[config.mk]
export PLATFORM = sky130hd
export DESIGN_NAME = cascade_idelay_train
export DESIGN_NICKNAME = d
export VERILOG_FILES = /design/src/rtl/cascade_idelay_train.sv
export SDC_FILE = /design/constraint.sdc
export NUM_CORES = 1
export LEC_CHECK = 0
export BUFFER_PORTS_ARGS = -buffer_cell sky130_fd_sc_hd__buf_2
export CAP_MARGIN = 20
export CORE_MARGIN = 1.5
export CORE_UTILIZATION = 64
export DETAILED_ROUTE_END_ITERATION = 6
export GPL_TIMING_DRIVEN = 0
export PLACE_DENSITY = 0.86
export SLEW_MARGIN = 20
export SYNTH_ARGS = -nofsm -noshare
export SYNTH_HDL_FRONTEND = slang
export SYNTH_SLANG_ARGS = --single-unit
[constraint.sdc]
create_clock -name i_clk -period 9.17 [get_ports i_clk]
set_clock_uncertainty 0.2 [all_clocks]
set_input_delay 2.2925 -clock i_clk [delete_from_list [all_inputs] [get_ports i_clk]]
set_output_delay 2.2925 -clock i_clk [all_outputs]
set_load 0.02 [all_outputs]
[src/rtl/cascade_idelay_train.sv]
// -----------------------------------------------------------------------------
// cascade_idelay_train
//
// Per-lane IDELAY tap calibration controller for the cascade PHY input lanes.
// A sweep loads every tap value (0 .. 2^TAP_W-1) on all lanes at once. After
// each load it waits SETTLE_CYC cycles, then ANDs the per-lane checker pass
// flag over SAMPLE_CYC cycles. The widest passing window on each lane is
// tracked, and each lane is finally loaded with the centre of that window.
// A lane whose best window is shorter than MIN_EYE gets DEFAULT_TAP and is
// flagged as failed. In IDLE/DONE a manual mode passes the software-supplied
// ce/inc/ld/value straight through, delayed by one register stage.
//
// Ports:
//   i_clk        control clock
//   i_rst_n      asynchronous active-low reset
//   i_start      pulse, starts a sweep (IDLE/DONE only, ignored if i_man_en)
//   i_lane_ok    per-lane training checker pass flag
//   i_man_en     manual override select (honoured in IDLE/DONE only)
//   i_man_ce     manual CE per lane
//   i_man_inc    manual INC per lane
//   i_man_ld     manual LD per lane
//   i_man_val    manual CNTVALUEIN, lane i at [i*TAP_W +: TAP_W]
//   o_delay_ce   IDELAY CE
//   o_delay_inc  IDELAY INC
//   o_delay_ld   IDELAY LD
//   o_delay_val  IDELAY CNTVALUEIN, lane i at [i*TAP_W +: TAP_W]
//   o_busy       high from LOAD through FINAL
//   o_done       high while in DONE
//   o_lane_fail  lane best window < MIN_EYE (valid with o_done)
//   o_eye_len    best window length per lane, lane i at [i*(TAP_W+1) +: TAP_W+1]
//   o_dbg_state  current FSM state encoding (debug observation only)
//
// Every output is a register: each cycle the next-state logic computes the
// value an output must carry in the coming state, and the edge that enters
// that state loads it.
// -----------------------------------------------------------------------------
module cascade_idelay_train #(
    parameter int LANE_NUM    = 3,
    parameter int TAP_W       = 5,
    parameter int SETTLE_CYC  = 8,
    parameter int SAMPLE_CYC  = 16,
    parameter int MIN_EYE     = 4,
    parameter int DEFAULT_TAP = 16
) (
    input  logic                          i_clk,
    input  logic                          i_rst_n,
    input  logic                          i_start,
    input  logic [LANE_NUM-1:0]           i_lane_ok,
    input  logic                          i_man_en,
    input  logic [LANE_NUM-1:0]           i_man_ce,
    input  logic [LANE_NUM-1:0]           i_man_inc,
    input  logic [LANE_NUM-1:0]           i_man_ld,
    input  logic [LANE_NUM*TAP_W-1:0]     i_man_val,
    output logic [LANE_NUM-1:0]           o_delay_ce,
    output logic [LANE_NUM-1:0]           o_delay_inc,
    output logic [LANE_NUM-1:0]           o_delay_ld,
    output logic [LANE_NUM*TAP_W-1:0]     o_delay_val,
    output logic                          o_busy,
    output logic                          o_done,
    output logic [LANE_NUM-1:0]           o_lane_fail,
    output logic [LANE_NUM*(TAP_W+1)-1:0] o_eye_len,
    output logic [2:0]                    o_dbg_state
);

    localparam int CNT_MAX = (SETTLE_CYC > SAMPLE_CYC) ? SETTLE_CYC : SAMPLE_CYC;
    localparam int CNT_W   = $clog2(CNT_MAX + 1);

    typedef enum logic [2:0] {
        S_IDLE   = 3'd0,
        S_LOAD   = 3'd1,
        S_SETTLE = 3'd2,
        S_SAMPLE = 3'd3,
        S_UPDATE = 3'd4,
        S_FINAL  = 3'd5,
        S_DONE   = 3'd6
    } state_t;

    state_t                           state_q, state_d;
    logic [TAP_W-1:0]                 tap_q, tap_d;
    logic [CNT_W-1:0]                 cnt_q, cnt_d;
    logic [LANE_NUM-1:0]              pass_q, pass_d;
    logic [LANE_NUM-1:0][TAP_W:0]     cur_len_q, cur_len_d;
    logic [LANE_NUM-1:0][TAP_W:0]     best_len_q, best_len_d;
    logic [LANE_NUM-1:0][TAP_W-1:0]   cur_start_q, cur_start_d;
    logic [LANE_NUM-1:0][TAP_W-1:0]   best_start_q, best_start_d;

    logic [LANE_NUM-1:0]              ce_q, ce_d;
    logic [LANE_NUM-1:0]              inc_q, inc_d;
    logic [LANE_NUM-1:0]              ld_q, ld_d;
    logic [LANE_NUM*TAP_W-1:0]        val_q, val_d;
    logic                             busy_q, busy_d;
    logic                             done_q, done_d;
    logic [LANE_NUM-1:0]              fail_q, fail_d;
    logic [LANE_NUM*(TAP_W+1)-1:0]    eye_q, eye_d;

    // Per-lane working values for the UPDATE step
    logic [LANE_NUM-1:0][TAP_W:0]     eff_len;
    logic [LANE_NUM-1:0][TAP_W-1:0]   eff_start;
    logic [LANE_NUM-1:0][TAP_W:0]     half_len;

    logic                             tap_last;
    logic [TAP_W-1:0]                 tap_nxt;

    assign tap_last = (tap_q == {TAP_W{1'b1}});
    assign tap_nxt  = tap_q + TAP_W'(1);

    always_comb begin
        state_d      = state_q;
        tap_d        = tap_q;
        cnt_d        = cnt_q;
        pass_d       = pass_q;
        cur_len_d    = cur_len_q;
        best_len_d   = best_len_q;
        cur_start_d  = cur_start_q;
        best_start_d = best_start_q;
        ce_d         = '0;
        inc_d        = '0;
        ld_d         = '0;
        val_d        = val_q;
        busy_d       = busy_q;
        done_d       = done_q;
        fail_d       = fail_q;
        eye_d        = eye_q;
        eff_len      = '0;
        eff_start    = '0;
        half_len     = '0;

        case (state_q)
            S_IDLE, S_DONE: begin
                if (i_start && !i_man_en) begin
                    state_d      = S_LOAD;
                    tap_d        = '0;
                    cur_len_d    = '0;
                    best_len_d   = '0;
                    cur_start_d  = '0;
                    best_start_d = '0;
                    pass_d       = '1;
                    ld_d         = '1;
                    val_d        = '0;
                    busy_d       = 1'b1;
                    done_d       = 1'b0;
                end else if (i_man_en) begin
                    ce_d  = i_man_ce;
                    inc_d = i_man_inc;
                    ld_d  = i_man_ld;
                    val_d = i_man_val;
                end
            end

            S_LOAD: begin
                state_d = S_SETTLE;
                cnt_d   = '0;
            end

            S_SETTLE: begin
                if (cnt_q == CNT_W'(SETTLE_CYC - 1)) begin
                    state_d = S_SAMPLE;
                    cnt_d   = '0;
                end else begin
                    cnt_d = cnt_q + CNT_W'(1);
                end
            end

            S_SAMPLE: begin
                // A single low cycle anywhere in the window fails the tap
                pass_d = pass_q & i_lane_ok;
                if (cnt_q == CNT_W'(SAMPLE_CYC - 1)) begin
                    state_d = S_UPDATE;
                    cnt_d   = '0;
                end else begin
                    cnt_d = cnt_q + CNT_W'(1);
                end
            end

            S_UPDATE: begin
                for (int l = 0; l < LANE_NUM; l++) begin
                    // Window as it stands including this tap's result
                    if (pass_q[l]) begin
                        eff_len[l]   = cur_len_q[l] + 1'b1;
                        eff_start[l] = (cur_len_q[l] == '0) ? tap_q : cur_start_q[l];
                    end else begin
                        eff_len[l]   = cur_len_q[l];
                        eff_start[l] = cur_start_q[l];
                    end
                    // Close out on a failing tap, or at the last tap for a
                    // window still open. Strict '>' keeps the earliest window.
                    if ((!pass_q[l] || tap_last) && (eff_len[l] > best_len_q[l])) begin
                        best_len_d[l]   = eff_len[l];
                        best_start_d[l] = eff_start[l];
                    end
                    cur_len_d[l]   = pass_q[l] ? eff_len[l] : '0;
                    cur_start_d[l] = eff_start[l];
                end

                ld_d = '1;
                if (tap_last) begin
                    // The final load is computed from the just-closed best
                    // windows so it can be presented in FINAL.
                    state_d = S_FINAL;
                    for (int l = 0; l < LANE_NUM; l++) begin
                        half_len[l] = (best_len_d[l] - 1'b1) >> 1;
                        if (best_len_d[l] >= (TAP_W+1)'(MIN_EYE)) begin
                            val_d[l*TAP_W +: TAP_W] = best_start_d[l] + half_len[l][TAP_W-1:0];
                            fail_d[l]               = 1'b0;
                        end else begin
                            val_d[l*TAP_W +: TAP_W] = TAP_W'(DEFAULT_TAP);
                            fail_d[l]               = 1'b1;
                        end
                        eye_d[l*(TAP_W+1) +: (TAP_W+1)] = best_len_d[l];
                    end
                end else begin
                    state_d = S_LOAD;
                    tap_d   = tap_nxt;
                    pass_d  = '1;
                    val_d   = {LANE_NUM{tap_nxt}};
                end
            end

            S_FINAL: begin
                state_d = S_DONE;
                busy_d  = 1'b0;
                done_d  = 1'b1;
            end

            default: begin
                state_d = S_IDLE;
            end
        endcase
    end

    always_ff @(posedge i_clk or negedge i_rst_n) begin
        if (!i_rst_n) begin
            state_q      <= S_IDLE;
            tap_q        <= '0;
            cnt_q        <= '0;
            pass_q       <= '0;
            cur_len_q    <= '0;
            best_len_q   <= '0;
            cur_start_q  <= '0;
            best_start_q <= '0;
            ce_q         <= '0;
            inc_q        <= '0;
            ld_q         <= '0;
            val_q        <= '0;
            busy_q       <= 1'b0;
            done_q       <= 1'b0;
            fail_q       <= '0;
            eye_q        <= '0;
        end else begin
            state_q      <= state_d;
            tap_q        <= tap_d;
            cnt_q        <= cnt_d;
            pass_q       <= pass_d;
            cur_len_q    <= cur_len_d;
            best_len_q   <= best_len_d;
            cur_start_q  <= cur_start_d;
            best_start_q <= best_start_d;
            ce_q         <= ce_d;
            inc_q        <= inc_d;
            ld_q         <= ld_d;
            val_q        <= val_d;
            busy_q       <= busy_d;
            done_q       <= done_d;
            fail_q       <= fail_d;
            eye_q        <= eye_d;
        end
    end

    assign o_delay_ce  = ce_q;
    assign o_delay_inc = inc_q;
    assign o_delay_ld  = ld_q;
    assign o_delay_val = val_q;
    assign o_busy      = busy_q;
    assign o_done      = done_q;
    assign o_lane_fail = fail_q;
    assign o_eye_len   = eye_q;
    assign o_dbg_state = state_q;

endmodule
==> flow_summary.toml, run 1 <==
[setup_path]
crit_type = "reg2reg"
critical_path_required_ps = 9310
critPathMaxFanout = 10
arrival_ps = 6580
endpoint_kind = "flop"
startpoint_type = "flop"

[sta]
setup_tns_ps = 0
period_minus_slack_ps = 6450
setup_slack_ps = 2720
tightestPinTransition_ps = 809
whs_ps = 272
relSlewSlack_pct = 46.0
grt_setup_unrepaired = "false"
max_freq_ghz = 0.155
maxSlewViolCount = 0
finalSetupViolCount = 0
fin_crit_sh_pct = 70.3
hold_viol = 0

[placed_design]
pre_cts_ws_ps = 2880
gp_congestion = 0.942
portBuffers = 80
place_area_sq_um = 8180
dp.final_hpwl_um = 14500

[hold_path]
hold_path.class = "reg2reg"

[final_layout]
drive_gt1_share_pct = 14.6
area_growth_pct = 16.6
antenna_cells = 0
n_fill_cell = 771
fin_area_sq_um = 8810
nNetsFinal = 999
seq_area_sq_um = 3230
multi_input_area_sq_um = 3970

[drt]
drtPass1Iterations = 7
remaining_drc_errors = 0
first_iter_violations = 690
avgRoutedWirePerCell_um = 19.4
ant_nets = 0
viasPerCell = 6.32
vias = 6799
wirelength_um = 20800

[global_routing]
grt.total_usage_pct = 34.9
grt_pass1_wl_um = 34000
grt_start_max_net_pins = 103
grt-ovfl-total = 0
grt_pass1_vias = 6735
antenna_found_initial = 0

[logic_synthesis]
yosysMostFrequentCell = "dfrtp_1"
ys_types = 64
yosysTopAreaCell = "dfrtp_1"
synth_top_area_share_pct = 42.7
synthArstFlopShare_pct = 100
synth_cells = 819
synth_area_sq_um = 7560
synth_area_leaders = "dfrtp_1 (43%), ha_1 (7.6%), o21ai_0 (5.5%), nand2_1 (4.9%), a22o_1 (3.6%)"
ys_ff_latch = 129
yosysWarnings = 0
ys_top_cells_by_count = "dfrtp_1 (129), nand2_1 (99), o21ai_0 (83)"
synth_nets = 899
synth_flop_cell = "dfrtp_1"
synth.avg_cell_area_sq_um = 9.23
synth_edf_count = 0
yosysSeqAreaShare_pct = 42.7

[cts]
clk_pin_slew_ps = 60
cts_made_buffers = 17
cts_tree = "built"
clkLatencyLatePin_ps = 430
htree_levels = 4
cts_hold_buf = 0
root_buffer = "clkbuf_16"
clock-sinks = 129
cts_setup_buffers = 0
cts_resized = 0
clk_path_buf_depth = 2

[die]
core-area_sq_um = 11500
num_io_pins = 81
rows = 39
die_w_um = 112
dieHeight_um = 112
die_area_sq_um = 12500
start_util_pct = 65.9

[pwr]
ir_worst_vdd_v = 0.000289
powerDensity_nw_per_um2 = 383
totalPowerFinal_mw = 3.38
p_leak_nw = 4.31

[status]
status = "finished clean"

[run]
drv_cap = 0
==> per-layer routing <==
| layer | part of all wire (%) | wire length, um | GRT usage, % |
|---|---|---|---|
| met1 | 40 | 8280 | 43.5 |
| met2 | 48 | 9900 | 56.2 |
| met3 | 7.5 | 1560 | 9.53 |
| met4 | 5.2 | 1070 | 17.8 |
| met5 | 0 | 0 | 0 |
==> worst max-delay path, stage by stage (launching register included) <==
cell       delay [ps]
dfrtp_1           420
clkbuf_1          380
nand2_1           120
xor2_1            430
inv_1             120
ha_1              300
and4_1            230
nand3_1           120
o21ai_0           150
nor2_1            250
clkbuf_1          400
buf_1             450
nand2_1            90
o21ai_1           170
ha_1              310
inv_1              90
ha_1              170
inv_1              60
fa_1              400
nor2b_1           130
o21a_1            170
nor2_1             70
or4_2             550
o2111ai_2         120
xnor2_1           140
nor2_1             80
o31ai_2           230
==> cell families (layout without fill, tap and decap cells) <==
| kind of cell | after synthesis | after routing | share of synthesized area (%) |
|---|---|---|---|
| compound gates | 237 | 237 | 20.7 |
| xor+xnor | 35 | 35 | 4.05 |
| buf+inv | 93 | 206 | 4.78 |
| fa+ha+maj | 50 | 50 | 8.54 |
| flops | 129 | 129 | 42.7 |
| mux | 31 | 31 | 4.32 |
| simple gates | 244 | 244 | 14.9 |
==> layout by cell type, fill, tap and decap left out, types with 5 or more instances in the layout <==
cell type / n
nor3_1: 15
ha_1: 46
nand4_1: 10
a32o_1: 11
nand2b_1: 5
mux2i_1: 27
or3_1: 6
dfrtp_1: 129
nor2b_1: 6
buf_2: 83
a221oi_1: 7
nand2_1: 99
o21ai_0: 83
and2_1: 6
nand3_1: 16
a22o_1: 31
clkbuf_8: 6
a21o_1: 15
and3_1: 5
nor2_1: 60
buf_1: 9
clkbuf_1: 31
o31ai_1: 10
xor2_1: 13
inv_1: 48
clkbuf_16: 17
xnor2_1: 22
a31oi_1: 5
a21oi_1: 45
==> report_power, final <==
group          internal [mW]  leakage, nW  switching (mW)  total, mW
Clock                  0.470        0.308           0.250      0.720
Sequential             0.689         1.72           0.108      0.797
Combinational          0.736         2.28            1.13       1.86
==> metrics by stage <==
| step | instances | util (%) |
|---|---|---|
| 4_1_cts | 1075 | 76.9 |
| 3_5_place_dp | 1043 | 71.3 |
| 5_1_grt | 1075 | 76.9 |
| 3_3_place_gp | 1042 | 71.0 |
| 6_report | 1075 | 76.9 |
| 2_1_floorplan | 819 | - |
==> sequential cells by signal, indices dropped and copies added, names as in the netlist <==
name          cells
cnt_q             5
pass_q            3
o_delay_val      15
o_busy            1
cur_len_q        18
o_delay_ce        3
tap_q             5
o_lane_fail       3
best_len_q       18
o_eye_len        18
o_delay_inc       3
o_done            1
o_delay_ld        3
best_start_q     15
o_dbg_state       3
cur_start_q      15
==> layout make-up <==
type | instances | area share [%]
clock inverter | 8 | 1.41
timing repair buffer | 81 | 4.97
buffer | 44 | 2.02
sequential | 129 | 36.6
tap | 143 | 2.03
clock buffer | 24 | 5.81
multi-input combinational | 597 | 45.1
inverter | 49 | 2.09
==> worst paths after layout <==
kind	from	end	slack, ps	cells past startpoint
worst min-delay path	o_eye_len[3]	o_eye_len[3]	270	2
max in group asynchronous	i_rst_n	o_delay_val[13]	6490	2
worst max-delay path	pass_q[0]	o_delay_val[4]	2720	26
worst max register to register	pass_q[0]	o_delay_val[4]	2720	26
worst min register to register	o_eye_len[3]	o_eye_len[3]	270	2
min in group asynchronous	i_rst_n	best_len_q[4]	1500	1
Note: power is estimated with default switching activity, not from simulation.
==> inputs of run 2 (changes only) <==
ABC_AREA = 1   (was unset)
CORE_UTILIZATION = 54   (was 64)
PLACE_DENSITY = 0.77   (was 0.86)
clock period = 5.8 ns   (was 9.17 ns; I/O delays follow)
==> run 2 against run 1 <==
  * Via count grew 3.5%
  * Routed wire length fell by 3.3%
  * Sequential share of layout area is 0.41 points lower
  * Clock-buffer cell count is 1 higher
  * Fmax up 44%
==> flow_summary.toml, run 2 <==
[status]
status = "finished clean"

[placed_design]
gp_congestion = 0.889
portBuffers = 79
dp.final_hpwl_um = 15000
dp_cells = 1264

[cts]
cts_hold_buf = 0
cts_made_buffers = 17
cts_tree = "built"
clk_path_buf_depth = 2
cts_setup_buffers = 0
clock-sinks = 129
htree_levels = 4
root_buffer = "clkbuf_16"
clk_pin_slew_ps = 50
cts_resized = 0
clkLatencyLatePin_ps = 430

[logic_synthesis]
synthArstFlopShare_pct = 100
synth.avg_cell_area_sq_um = 7.68
synth_area_sq_um = 7710
synth_nets = 1084
yosysMostFrequentCell = "nand2_1"
yosysTopAreaCell = "dfrtp_1"
synth_cells = 1004
ys_ff_latch = 129
synth_edf_count = 0
synth_area_leaders = "dfrtp_1 (42%), nand2_1 (14%), ha_1 (7.5%), inv_1 (6.2%), o21ai_0 (5.6%)"
ys_top_cells_by_count = "nand2_1 (290), dfrtp_1 (129), inv_1 (127)"
ys_types = 44
yosysSeqAreaShare_pct = 41.9
synth_top_area_share_pct = 41.9
synth_flop_cell = "dfrtp_1"
yosysWarnings = 0

[final_layout]
layout_common_cells = "nand2_1 (290), dfrtp_1 (129), inv_1 (127)"
drive_gt1_share_pct = 13.5
final_common_cell = "nand2_1"
area_growth_pct = 15.6
antenna_cells = 0
fin_cells = 1295
n_fill_cell = 1218
nNetsFinal = 1183

[drt]
first_iter_violations = 624
ant_nets = 0
wirelength_um = 20100
avgRoutedWirePerCell_um = 15.5
vias = 7039
remaining_drc_errors = 0
drtPass1Iterations = 5
viasPerCell = 5.44

[setup_path]
r2r_slack_ps = 1330
critical_path_required_ps = 5950
endpoint_kind = "flop"
crit_start = "cur_len_q[0]"
crit_end = "o_delay_val[4]"
startpoint_type = "flop"
critPathMaxFanout = 9
r2r-start = "cur_len_q[0]"
arrival_ps = 4620
r2r-end = "o_delay_val[4]"
crit_type = "reg2reg"
rr_worst_depth = 27

[die]
dieHeight_um = 122
num_io_pins = 81
die_w_um = 122
die_area_sq_um = 15000
core-area_sq_um = 13900
start_util_pct = 55.3
rows = 43

[sta]
hold_viol = 0
maxSlewViolCount = 0
fin_crit_sh_pct = 77.1
tightestPinTransition_ps = 739
setup_tns_ps = 0
relSlewSlack_pct = 50.3
grt_setup_unrepaired = "false"
max_freq_ghz = 0.224
finalSetupViolCount = 0
period_minus_slack_ps = 4470

[global_routing]
grt-ovfl-total = 0
grt.total_usage_pct = 28.7
grt_pass1_wl_um = 32900
grt_pass1_vias = 6787
antenna_found_initial = 0
grt_start_max_net_pins = 93

[hold_path]
hold_path.class = "reg2reg"

[run]
drv_cap = 0
[run 2: cell count changes in the layout (fill, tap and decap cells not counted), sizes merged, moves of 11 or more]
cell   delta
a22o     -28
nand2   +196
a21oi    -18
nand3    +64
mux2i    -28
inv      +83
xnor2    -20
o22ai    +41
a21o     -14
a32o     -11
[run 2: how the worst min path moves through the flow]
| stage | start | depth (start not counted) | to | slack, ps |
|---|---|---|---|---|
| after floorplan | cnt_q[1] | 2 | cnt_q[1] | 280 |
| after global placement | o_delay_val[1] | 2 | o_delay_val[1] | 260 |
| after detailed placement | o_delay_val[10] | 2 | o_delay_val[10] | 260 |
| after CTS | o_delay_val[1] | 2 | o_delay_val[1] | 280 |
| after global routing | o_delay_val[10] | 2 | o_delay_val[10] | 300 |
| final | o_delay_val[1] | 2 | o_delay_val[1] | 270 |
[run 2: layout make-up]
type                            count  area (sq um)  area share [%]
Clock inverter                      6          82.6           0.926
Clock buffer                       25           465            5.22
Timing Repair Buffer               80           433            4.86
Sequential cell                   129          3230            36.2
Tap cell                          180           225            2.53
Inverter                          132           500            5.61
Multi-Input combinational cell    710          3810            42.8
Buffer                             33           166            1.87
[run 2: per-layer routing]
metal / up-vias / track usage [%] / wire length (um)
li1: 3474 / - / -
met1: 3346 / 37.1 / 8680
met2: 177 / 47.4 / 9780
met3: 42 / 5.16 / 1060
met4: 0 / 12.4 / 603
met5: - / 0 / 0
[run 2: stage by stage]
| step | setup WS, ps | hold WS (ps) | area [sq um] | utilization [%] |
|---|---|---|---|---|
| final | 1330 | 274 | 8910 | 64.0 |
| after global routing | 847 | 297 | 8910 | 64.0 |
| after detailed placement | 1380 | 261 | 8370 | 60.0 |
| after floorplan | 1950 | 275 | 7710 | - |
| after global placement | 1300 | 261 | 8330 | 59.8 |
| after CTS | 1340 | 276 | 8910 | 64.0 |
[run 2: cell families (layout without fill, tap and decap cells)]
| family | after synthesis | count (layout) | share of synthesized area (%) |
|---|---|---|---|
| AO/OA/AOI/OAI | 186 | 186 | 14.3 |
| XOR/XNOR | 14 | 14 | 1.59 |
| adder cells (fa/ha/maj) | 49 | 49 | 8.25 |
| buffers and inverters | 165 | 276 | 8.65 |
| flip-flops | 129 | 129 | 41.9 |
| AND/OR/NAND/NOR | 461 | 461 | 25.4 |
[run 2: critical path, stage by stage (launching register included)]
cell and delay [ps]:
dfrtp_1 390, ha_1 180, nand2_1 70, nor2_1 120, xor2_1 330, inv_1 80
ha_1 270, nand2_1 70, nor2_2 200, nand2_1 90, nand3_2 180, nand2_4 130
nand2_1 80, nand2_1 90, inv_1 120, ha_1 250, inv_1 60, ha_1 160
inv_1 60, fa_1 400, o21ai_0 180, a21oi_1 100, nand3b_1 170, nand2_1 80
nand2_1 50, nand3_1 90, nand2_1 70, a21oi_1 130
Power of run 2 is left out: the tool's default activity adds up to more than one toggle a clock period on the data nets, which glitch-free logic cannot reach.
